`config.mk`:
```
export PLATFORM = sky130hd
export DESIGN_NAME = mem_port_arbiter
export DESIGN_NICKNAME = d
export VERILOG_FILES = /design/src/rtl/mem_arb_pkg.sv /design/src/rtl/mem_arb_pick.sv /design/src/rtl/mem_port_arbiter.sv
export SDC_FILE = /design/constraint.sdc
export NUM_CORES = 1
export LEC_CHECK = 0
export ABC_AREA = 0
export CAP_MARGIN = 25
export CORE_MARGIN = 5
export CORE_UTILIZATION = 31
export DETAILED_ROUTE_END_ITERATION = 6
export GPL_ROUTABILITY_DRIVEN = 0
export PLACE_DENSITY = 0.8
export SYNTH_ARGS = -nofsm -noshare
export SYNTH_HDL_FRONTEND = slang
export SYNTH_SLANG_ARGS = --single-unit
```
`constraint.sdc`:
```
create_clock -name Clk -period 1.7 [get_ports Clk]
set_input_delay 0.17 -clock Clk [delete_from_list [all_inputs] [get_ports Clk]]
set_output_delay 0.17 -clock Clk [all_outputs]
set_load 0.02 [all_outputs]
```
`src/rtl/mem_arb_pkg.sv`:
```
// Shared types and constants for the unified-memory port arbiter.
package mem_arb_pkg;

    localparam int unsigned DEF_ADDR_W = 32;
    localparam int unsigned DEF_DATA_W = 32;
    localparam int unsigned CNT_W      = 4;

    // Requester identifiers, also the encoding of the last-grant flag
    localparam logic REQ_I = 1'b0;
    localparam logic REQ_D = 1'b1;

    typedef enum logic [1:0] {
        IDLE   = 2'd0,
        RESP_I = 2'd1,
        RESP_D = 2'd2
    } state_t;

endpackage

```
`src/rtl/mem_arb_pick.sv`:
```
// Combinational winner selection between fetch (I) and load/store (D).
module mem_arb_pick
    import mem_arb_pkg::*;
#(
    parameter int unsigned DATA_PRIO    = 1,
    parameter int unsigned STARVE_LIMIT = 4
) (
    input  logic             i_req,
    input  logic             d_req,
    input  logic             last_gnt,
    input  logic [CNT_W-1:0] starve_cnt,
    output logic             gnt_i_c,
    output logic             gnt_d_c
);

    // Single requester wins outright; ties resolved by priority mode
    always_comb begin
        gnt_i_c = 1'b0;
        gnt_d_c = 1'b0;
        if (i_req && d_req) begin
            if (DATA_PRIO != 0) begin
                if (starve_cnt == CNT_W'(STARVE_LIMIT)) begin
                    gnt_i_c = 1'b1;
                end else begin
                    gnt_d_c = 1'b1;
                end
            end else if (last_gnt == REQ_D) begin
                gnt_i_c = 1'b1;
            end else begin
                gnt_d_c = 1'b1;
            end
        end else begin
            gnt_i_c = i_req;
            gnt_d_c = d_req;
        end
    end

endmodule

```
`src/rtl/mem_port_arbiter.sv`:
```
// Arbitrates a single-port synchronous memory between fetch and load/store,
// one two-cycle access at a time, with a starvation guard for fetch.
module mem_port_arbiter
    import mem_arb_pkg::*;
#(
    parameter int unsigned ADDR_W       = DEF_ADDR_W,
    parameter int unsigned DATA_W       = DEF_DATA_W,
    parameter int unsigned DATA_PRIO    = 1,
    parameter int unsigned STARVE_LIMIT = 4
) (
    input  logic              Clk,
    input  logic              Rst_n,
    input  logic              I_Req,
    input  logic [ADDR_W-1:0] I_Addr,
    output logic              I_Gnt,
    output logic              I_Valid,
    output logic [DATA_W-1:0] I_RData,
    input  logic              D_Req,
    input  logic              D_We,
    input  logic [ADDR_W-1:0] D_Addr,
    input  logic [DATA_W-1:0] D_WData,
    output logic              D_Gnt,
    output logic              D_Valid,
    output logic [DATA_W-1:0] D_RData,
    output logic [ADDR_W-1:0] Mem_A,
    output logic [DATA_W-1:0] Mem_WD,
    output logic              Mem_WE,
    input  logic [DATA_W-1:0] Mem_RD
);

    state_t             state_q;
    state_t             state_d;
    logic               arb_en;
    logic               pick_i;
    logic               pick_d;
    logic               last_gnt_q;
    logic [CNT_W-1:0]   starve_cnt_q;
    logic [ADDR_W-1:0]  mem_a_q;
    logic [DATA_W-1:0]  i_hold_q;
    logic [DATA_W-1:0]  d_hold_q;

    // Arbitration only in IDLE and never while reset is asserted
    assign arb_en = Rst_n && (state_q == IDLE);

    mem_arb_pick #(
        .DATA_PRIO    (DATA_PRIO),
        .STARVE_LIMIT (STARVE_LIMIT)
    ) u_pick (
        .i_req      (I_Req & arb_en),
        .d_req      (D_Req & arb_en),
        .last_gnt   (last_gnt_q),
        .starve_cnt (starve_cnt_q),
        .gnt_i_c    (pick_i),
        .gnt_d_c    (pick_d)
    );

    // State register
    always_ff @(posedge Clk or negedge Rst_n) begin
        if (!Rst_n) begin
            state_q <= IDLE;
        end else begin
            state_q <= state_d;
        end
    end

    // Next state, grant and response strobes
    always_comb begin
        state_d = state_q;
        I_Gnt   = 1'b0;
        D_Gnt   = 1'b0;
        I_Valid = 1'b0;
        D_Valid = 1'b0;
        case (state_q)
            IDLE: begin
                I_Gnt = pick_i;
                D_Gnt = pick_d;
                if (pick_i) begin
                    state_d = RESP_I;
                end else if (pick_d) begin
                    state_d = RESP_D;
                end
            end
            RESP_I: begin
                I_Valid = 1'b1;
                state_d = IDLE;
            end
            RESP_D: begin
                D_Valid = 1'b1;
                state_d = IDLE;
            end
            default: state_d = IDLE;
        endcase
    end

    // Memory port drive: live address in the grant cycle, else last granted
    always_comb begin
        Mem_A  = mem_a_q;
        Mem_WD = D_WData;
        Mem_WE = D_Gnt & D_We;
        if (I_Gnt) begin
            Mem_A = I_Addr;
        end else if (D_Gnt) begin
            Mem_A = D_Addr;
        end
    end

    // Read data passes through in the response cycle, else the held copy
    assign I_RData = I_Valid ? Mem_RD : i_hold_q;
    assign D_RData = D_Valid ? Mem_RD : d_hold_q;

    // Grant bookkeeping: last winner, starvation count, held address
    always_ff @(posedge Clk or negedge Rst_n) begin
        if (!Rst_n) begin
            last_gnt_q   <= REQ_D;
            starve_cnt_q <= '0;
            mem_a_q      <= '0;
        end else begin
            if (I_Gnt) begin
                last_gnt_q <= REQ_I;
            end else if (D_Gnt) begin
                last_gnt_q <= REQ_D;
            end
            if (I_Gnt || D_Gnt) begin
                mem_a_q <= Mem_A;
            end
            if (state_q == IDLE) begin
                if (I_Gnt || !I_Req) begin
                    starve_cnt_q <= '0;
                end else if (D_Gnt && (starve_cnt_q != CNT_W'(STARVE_LIMIT))) begin
                    starve_cnt_q <= starve_cnt_q + CNT_W'(1);
                end
            end
        end
    end

    // Capture response data so it stays stable until the next response
    always_ff @(posedge Clk or negedge Rst_n) begin
        if (!Rst_n) begin
            i_hold_q <= '0;
            d_hold_q <= '0;
        end else begin
            if (I_Valid) begin
                i_hold_q <= Mem_RD;
            end
            if (D_Valid) begin
                d_hold_q <= Mem_RD;
            end
        end
    end

endmodule

```
==> impl_metrics.yaml, run 1 <==
timing:
  min_period_ns: 2.32
  worst_slack_ns: -0.624
  finalCritPeriodShare: 1.37
  slew_headroom: 0.407
  setup_violations: 140
  rsz0062_at_grt: "yes"
  tightest_slew_ns: 0.890
  fin_skew_ns: 0.00752
  final_hold_viol_count: 0
  report.final.slew_viol_count: 0
  clock.fmax_ghz: 0.430
  finalSetupTns_ns: -49.67
drt:
  wl_per_cell_um: 22.2
  vias_per_cell: 5.10
  vias: 4286
  drtPass1Iterations: 4
  drt_iter0_drc: 216
  drtAntennaViolNets: 0
  remaining_drc_errors: 0
  route.final.wire_length_um: 18700
synth:
  muxShareOfSynthArea: 0.151
  synth_top_area_share: 0.534
  yosysSeqAreaShare: 0.534
  synth-compound-area-share: 0.152
  synthCells: 355
  async_flop_share: 1.00
  syn_nets: 490
  synth_xor_area_frac: 0
  netlist_area_um2: 4780
  synthDistinctLibCells: 27
  yosys_warnings: 0
  synth_top_family_by_area: "compound AO/OA/AOI/OAI gates"
  yosys_most_used_dff: "dfrtp_1"
  synth-simple-area-share: 0.0620
  syn_area_per_cell_um2: 13.5
  synth_area_leaders: "dfrtp_1, mux2_2, a221o_1"
  synth_adder_area_share: 0.00523
  synth_top_cell_by_area: "dfrtp_1"
  synth-edff-count: 0
  ys_ff_latch: 102
floorplan:
  row_count: 45
  ioPinCount: 266
  start_util: 0.316
  die_w_um: 134
  core_area_um2: 15100
  dieArea_um2: 18000
  die_h_um: 134
cts:
  clockBufferDepth: 2
  root_buffer: "clkbuf_16"
  h-tree-depth: 3
  clk_latency_ns: 0.34
  clock-sinks: 102
  cts_tree: "done"
  path_clk_slew_ns: 0.07
  numCtsBuffers: 9
final_layout:
  final_area_um2: 8740
  regArea_um2: 2550
  syn_to_final_growth_pct: 82.8
  nets: 783
  utilization: 0.577
  drive_gt1_frac: 0.505
  n_fill_cell: 1132
  antenna_cells: 0
  multi_input_area_um2: 2060
worst_setup_path:
  slowest_delay_ns: 0.39
  crit_cells: 8
  reg2reg_depth: 12
  rrSetupSlack_ns: -0.45
  path_class: "register to output pin"
  critPathSlowestCell: "dfrtp_1"
  worstSetupEndpointType: "output pin"
  critPathRequiredTime_ns: 1.53
  critPathArrivalTime_ns: 2.15
  path_cells: "inv_1 > ha_2 > nor2b_4 > nand2_4 > o211a_4 > clkbuf_16 > a221o_1 > buf_2"
  critPathBufInv: 3
  crit_fanout: 14
  startpoint_type: "register"
  cpLargestDelayFamily: "compound AO/OA/AOI/OAI gates"
global_route:
  antenna_found_initial: 0
  grt_pass1_wl_um: 25800
  grt_use_total: 0.185
  grt_start_max_net_pins: 72
  grt-ovfl-total: 0
  grt_pass1_vias: 4459
worst_hold_path:
  hold_depth: 0
  hold_path.class: "input pin to output pin"
status:
  status: "complete, but fails checks"
  violations: "negative setup slack"
placement:
  placed_area_um2: 6940
  preCtsSetupSlack_ns: -0.674
  place_hpwl_um: 9560
  port_buffers: 201
power:
  p_leak_nw: 4.14
  p_per_area_nw_per_um2: 1080
  ir_worst_vdd_mv: 0.514
job:
  drv_cap: 0
synthesized netlist by cell type, drive strengths merged, types with 2 or more instances:
| library cell | instances |
|---|---|
| clkbuf | 2 |
| ha | 2 |
| inv | 6 |
| o21ai | 6 |
| a21oi | 2 |
| a221o | 64 |
| nand2 | 4 |
| nor2b | 34 |
| nand3 | 2 |
| o211a | 2 |
| buf | 55 |
| dfrtp | 102 |
| mux2 | 64 |
| nand2b | 2 |
what timing repair did:
action                                  4_1_cts  5_1_grt
endpoints found under the setup margin      133      137
hold buffers                                  2        0
gates cloned                                 12        6
endpoints found under the hold margin        31        0
pin swaps                                    22        7
buffers inserted                             58       36
resized for setup                           620       79
path summary, 6_finish.rpt:
check	from	to
worst max-delay path	starve_cnt_q[1]$_DFFE_PN0P_	Mem_A[26]
worst min-delay path	D_WData[16]	Mem_WD[16]
worst max register to register	starve_cnt_q[0]$_DFFE_PN0P_	mem_a_q[6]$_DFFE_PN0P_
worst min register to register	d_hold_q[11]$_DFF_PN0_	d_hold_q[11]$_DFF_PN0_
max in group asynchronous	Rst_n	mem_a_q[22]$_DFFE_PN0P_
min in group asynchronous	Rst_n	starve_cnt_q[3]$_DFFE_PN0P_
per-stage QoR:
step	power (mW)	instances	hold WS, ns
2_1_floorplan	4.89	355	-0.126
3_3_place_gp	6.36	722	0.227
3_5_place_dp	6.45	722	0.233
4_1_cts	9.04	810	0.266
5_1_grt	9.89	841	0.340
6_report	9.47	841	0.340
where the power goes:
group | switching [mW] | internal (mW) | total, mW
Combinational | 1.93 | 2.44 | 4.36
Clock | 0.964 | 1.02 | 1.99
Sequential | 0.169 | 2.95 | 3.12
state kept, by name, indices dropped and copies added, names as in the netlist:
signal	count
i_hold_q	32
starve_cnt_q	4
state_q	2
d_hold_q	32
mem_a_q	32
area by class of cell:
cell class	count	area share
clock buffer	9	0.0258
clock inverter	7	0.00730
inverter	6	0.00315
multi-input combinational	190	0.235
sequential	102	0.292
tap	188	0.0269
timing repair buffer	339	0.410
routing by layer:
metal  vias up  GRT usage  share of wire
met2       228      0.327           0.51
met1      2121      0.217           0.38
li1       1884          -              -
met5         -          0              0
met3        53     0.0503          0.070
met4         0     0.0650          0.036
cell usage in the layout (no fill, tap or decap), drive strengths merged, types with 3 or more instances in the layout:
cell / instances
inv: 8
buf: 233
a221o: 64
clkbuf: 14
mux2: 64
nor2b: 34
nand2: 4
o21ai: 6
clkdlybuf4s50: 99
dfrtp: 102
clkinv: 3
kinds of logic after synthesis:
group	Yosys count
compound gates	77
buf+inv	63
mux	64
simple gates	47
fa+ha+maj	2
flops	102
(Power assumes the default switching activity.)
==> run 2: changes to the inputs <==
clock period = 1.9 ns   (was 1.7 ns; I/O delays follow)
==> run 2 against run 1 <==
The flow still finishes with violations (negative setup slack). Cell count is 1.8% lower. Clock power hardly changed. Total power is 7.8% lower. Hold slack worse by 0.040 ns. Utilization is 0.49 points higher. Non-clock buffer count is 14 lower. Sequential power is 11% lower. Wire length is 2.1% lower.
==> impl_metrics.yaml, run 2 (synthesis gave the netlist of run 1 again) <==
status:
  status: "complete, but fails checks"
  violations: "negative setup slack"
worst_setup_path:
  critPathRequiredTime_ns: 1.71
  reg2reg_depth: 9
  path_class: "register to output pin"
  path_cells: "inv_2 > ha_4 > nor2b_4 > nand2_4 > o211a_4 > clkbuf_16 > a221o_1 > buf_6"
  crit_fanout: 7
  slowest_delay_ns: 0.39
  critPathArrivalTime_ns: 2.14
  worstSetupEndpointType: "output pin"
  startpoint_type: "register"
  critPathSlowestCell: "dfrtp_1"
cts:
  path_clk_slew_ns: 0.07
  numCtsBuffers: 9
  clock-sinks: 102
  cts_tree: "done"
  clk_latency_ns: 0.34
  h-tree-depth: 3
  root_buffer: "clkbuf_16"
  clockBufferDepth: 2
timing:
  worst_slack_ns: -0.429
  finalSetupTns_ns: -23.93
  tightest_slew_ns: 0.572
  final_hold_viol_count: 0
  finalCritPeriodShare: 1.23
  fin_skew_ns: 0.00987
  report.final.slew_viol_count: 0
  clock.fmax_ghz: 0.429
  slew_headroom: 0.619
  rsz0062_at_grt: "yes"
  min_period_ns: 2.33
  setup_violations: 124
drt:
  vias: 4217
  remaining_drc_errors: 0
  wl_per_cell_um: 22.1
  route.final.wire_length_um: 18300
  drtAntennaViolNets: 0
  vias_per_cell: 5.11
  drtPass1Iterations: 4
  drt_iter0_drc: 222
floorplan:
  die_h_um: 134
  start_util: 0.316
  core_area_um2: 15100
  ioPinCount: 266
  die_w_um: 134
  row_count: 45
  dieArea_um2: 18000
final_layout:
  top_regs: "d_hold_q (32), i_hold_q (32), mem_a_q (32)"
  final_common_cell: "buf_6"
  n_fill_cell: 1144
  final_area_um2: 8810
  utilization: 0.582
  syn_to_final_growth_pct: 84.4
  nets: 769
  antenna_cells: 0
  drive_gt1_frac: 0.489
  layout_common_cells: "buf_6, dfrtp_1, clkdlybuf4s50_1, buf_4, a221o_1"
power:
  internal_power_mw: 6.07
  netSwitchingFraction: 0.305
  p_leak_nw: 4.12
  p_switching_mw: 2.67
  p_per_area_nw_per_um2: 991
  ir_worst_vdd_mv: 0.420
  seqPwrFrac: 0.320
  pwr-share-comb: 0.452
  power_frac_clock: 0.228
global_route:
  grt_start_max_net_pins: 64
  grt_pass1_wl_um: 25000
  antenna_found_initial: 1
  grt_use_total: 0.180
  grt-ovfl-total: 0
  grt_pass1_vias: 4448
placement:
  place_hpwl_um: 10100
  placed_area_um2: 6950
  port_buffers: 201
worst_hold_path:
  hold_path.class: "input pin to register"
  hold_depth: 3
job:
  drv_cap: 0
run 2: repair_timing:
action	4_1_cts	5_1_grt
pin swaps	1	8
gates resized for setup	591	140
buffers inserted	36	43
cloned	11	6
setup endpoints to repair	104	126
hold buffers	2	0
hold endpoints to repair	40	0
run 2: path summary, 6_finish.rpt:
path / slack (ns) / endpoint / startpoint
worst min-delay path: 0.30 / state_q[1]$_DFFE_PN0P_ / Rst_n
min in group asynchronous: 0.49 / state_q[0]$_DFFE_PN0P_ / Rst_n
worst max register to register: -0.23 / mem_a_q[12]$_DFFE_PN0P_ / starve_cnt_q[0]$_DFFE_PN0P_
worst max-delay path: -0.43 / Mem_A[19] / starve_cnt_q[0]$_DFFE_PN0P_
worst min register to register: 0.51 / d_hold_q[0]$_DFF_PN0_ / d_hold_q[0]$_DFF_PN0_
max in group asynchronous: 0.87 / i_hold_q[15]$_DFF_PN0_ / Rst_n
run 2: cell type report:
class | count | area [um^2] | area share
Inverter | 6 | 22.5 | 0.00256
Tap cell | 188 | 235 | 0.0267
Sequential cell | 102 | 2550 | 0.290
Clock buffer | 12 | 246 | 0.0280
Multi-Input combinational cell | 190 | 2050 | 0.233
Timing Repair Buffer | 325 | 3640 | 0.412
Clock inverter | 3 | 68.8 | 0.00781
run 2: metrics by stage:
stage / hold slack [ns] / setup slack [ns] / power [mW] / cells
after global routing: 0.305 / -0.508 / 9.08 / 826
final: 0.300 / -0.429 / 8.73 / 826
after detailed placement: 0.328 / -0.506 / 5.78 / 723
after CTS: 0.288 / -0.427 / 8.11 / 787
after floorplan: -0.106 / 0.0257 / 4.37 / 355
after global placement: 0.309 / -0.411 / 5.69 / 723
run 2: layer usage:
layer / up-vias / part of all wire / GRT usage
met5: - / 0.00071 / 0
met4: 2 / 0.018 / 0.0628
met3: 36 / 0.068 / 0.0499
met2: 195 / 0.53 / 0.327
met1: 2124 / 0.38 / 0.201
li1: 1860 / - / -
run 2: power groups by stage:
stage,logic [mW],registers (mW),clock network [mW]
after floorplan,1.63,2.75,0
after global placement,2.93,2.76,0
after detailed placement,2.98,2.80,0
after CTS,3.33,2.77,2.02
after global routing,4.12,2.84,2.12
final,3.94,2.79,2.00
run 2: worst max-delay path, delay by kind of cell (launching register included):
kind / cells / cell delay, ns
adders and majority gates: 1 / 0.12
and+or+nand+nor: 2 / 0.23
DFF: 1 / 0.39
buffers and inverters: 3 / 0.41
AOI/OAI and AO/OA: 2 / 0.63
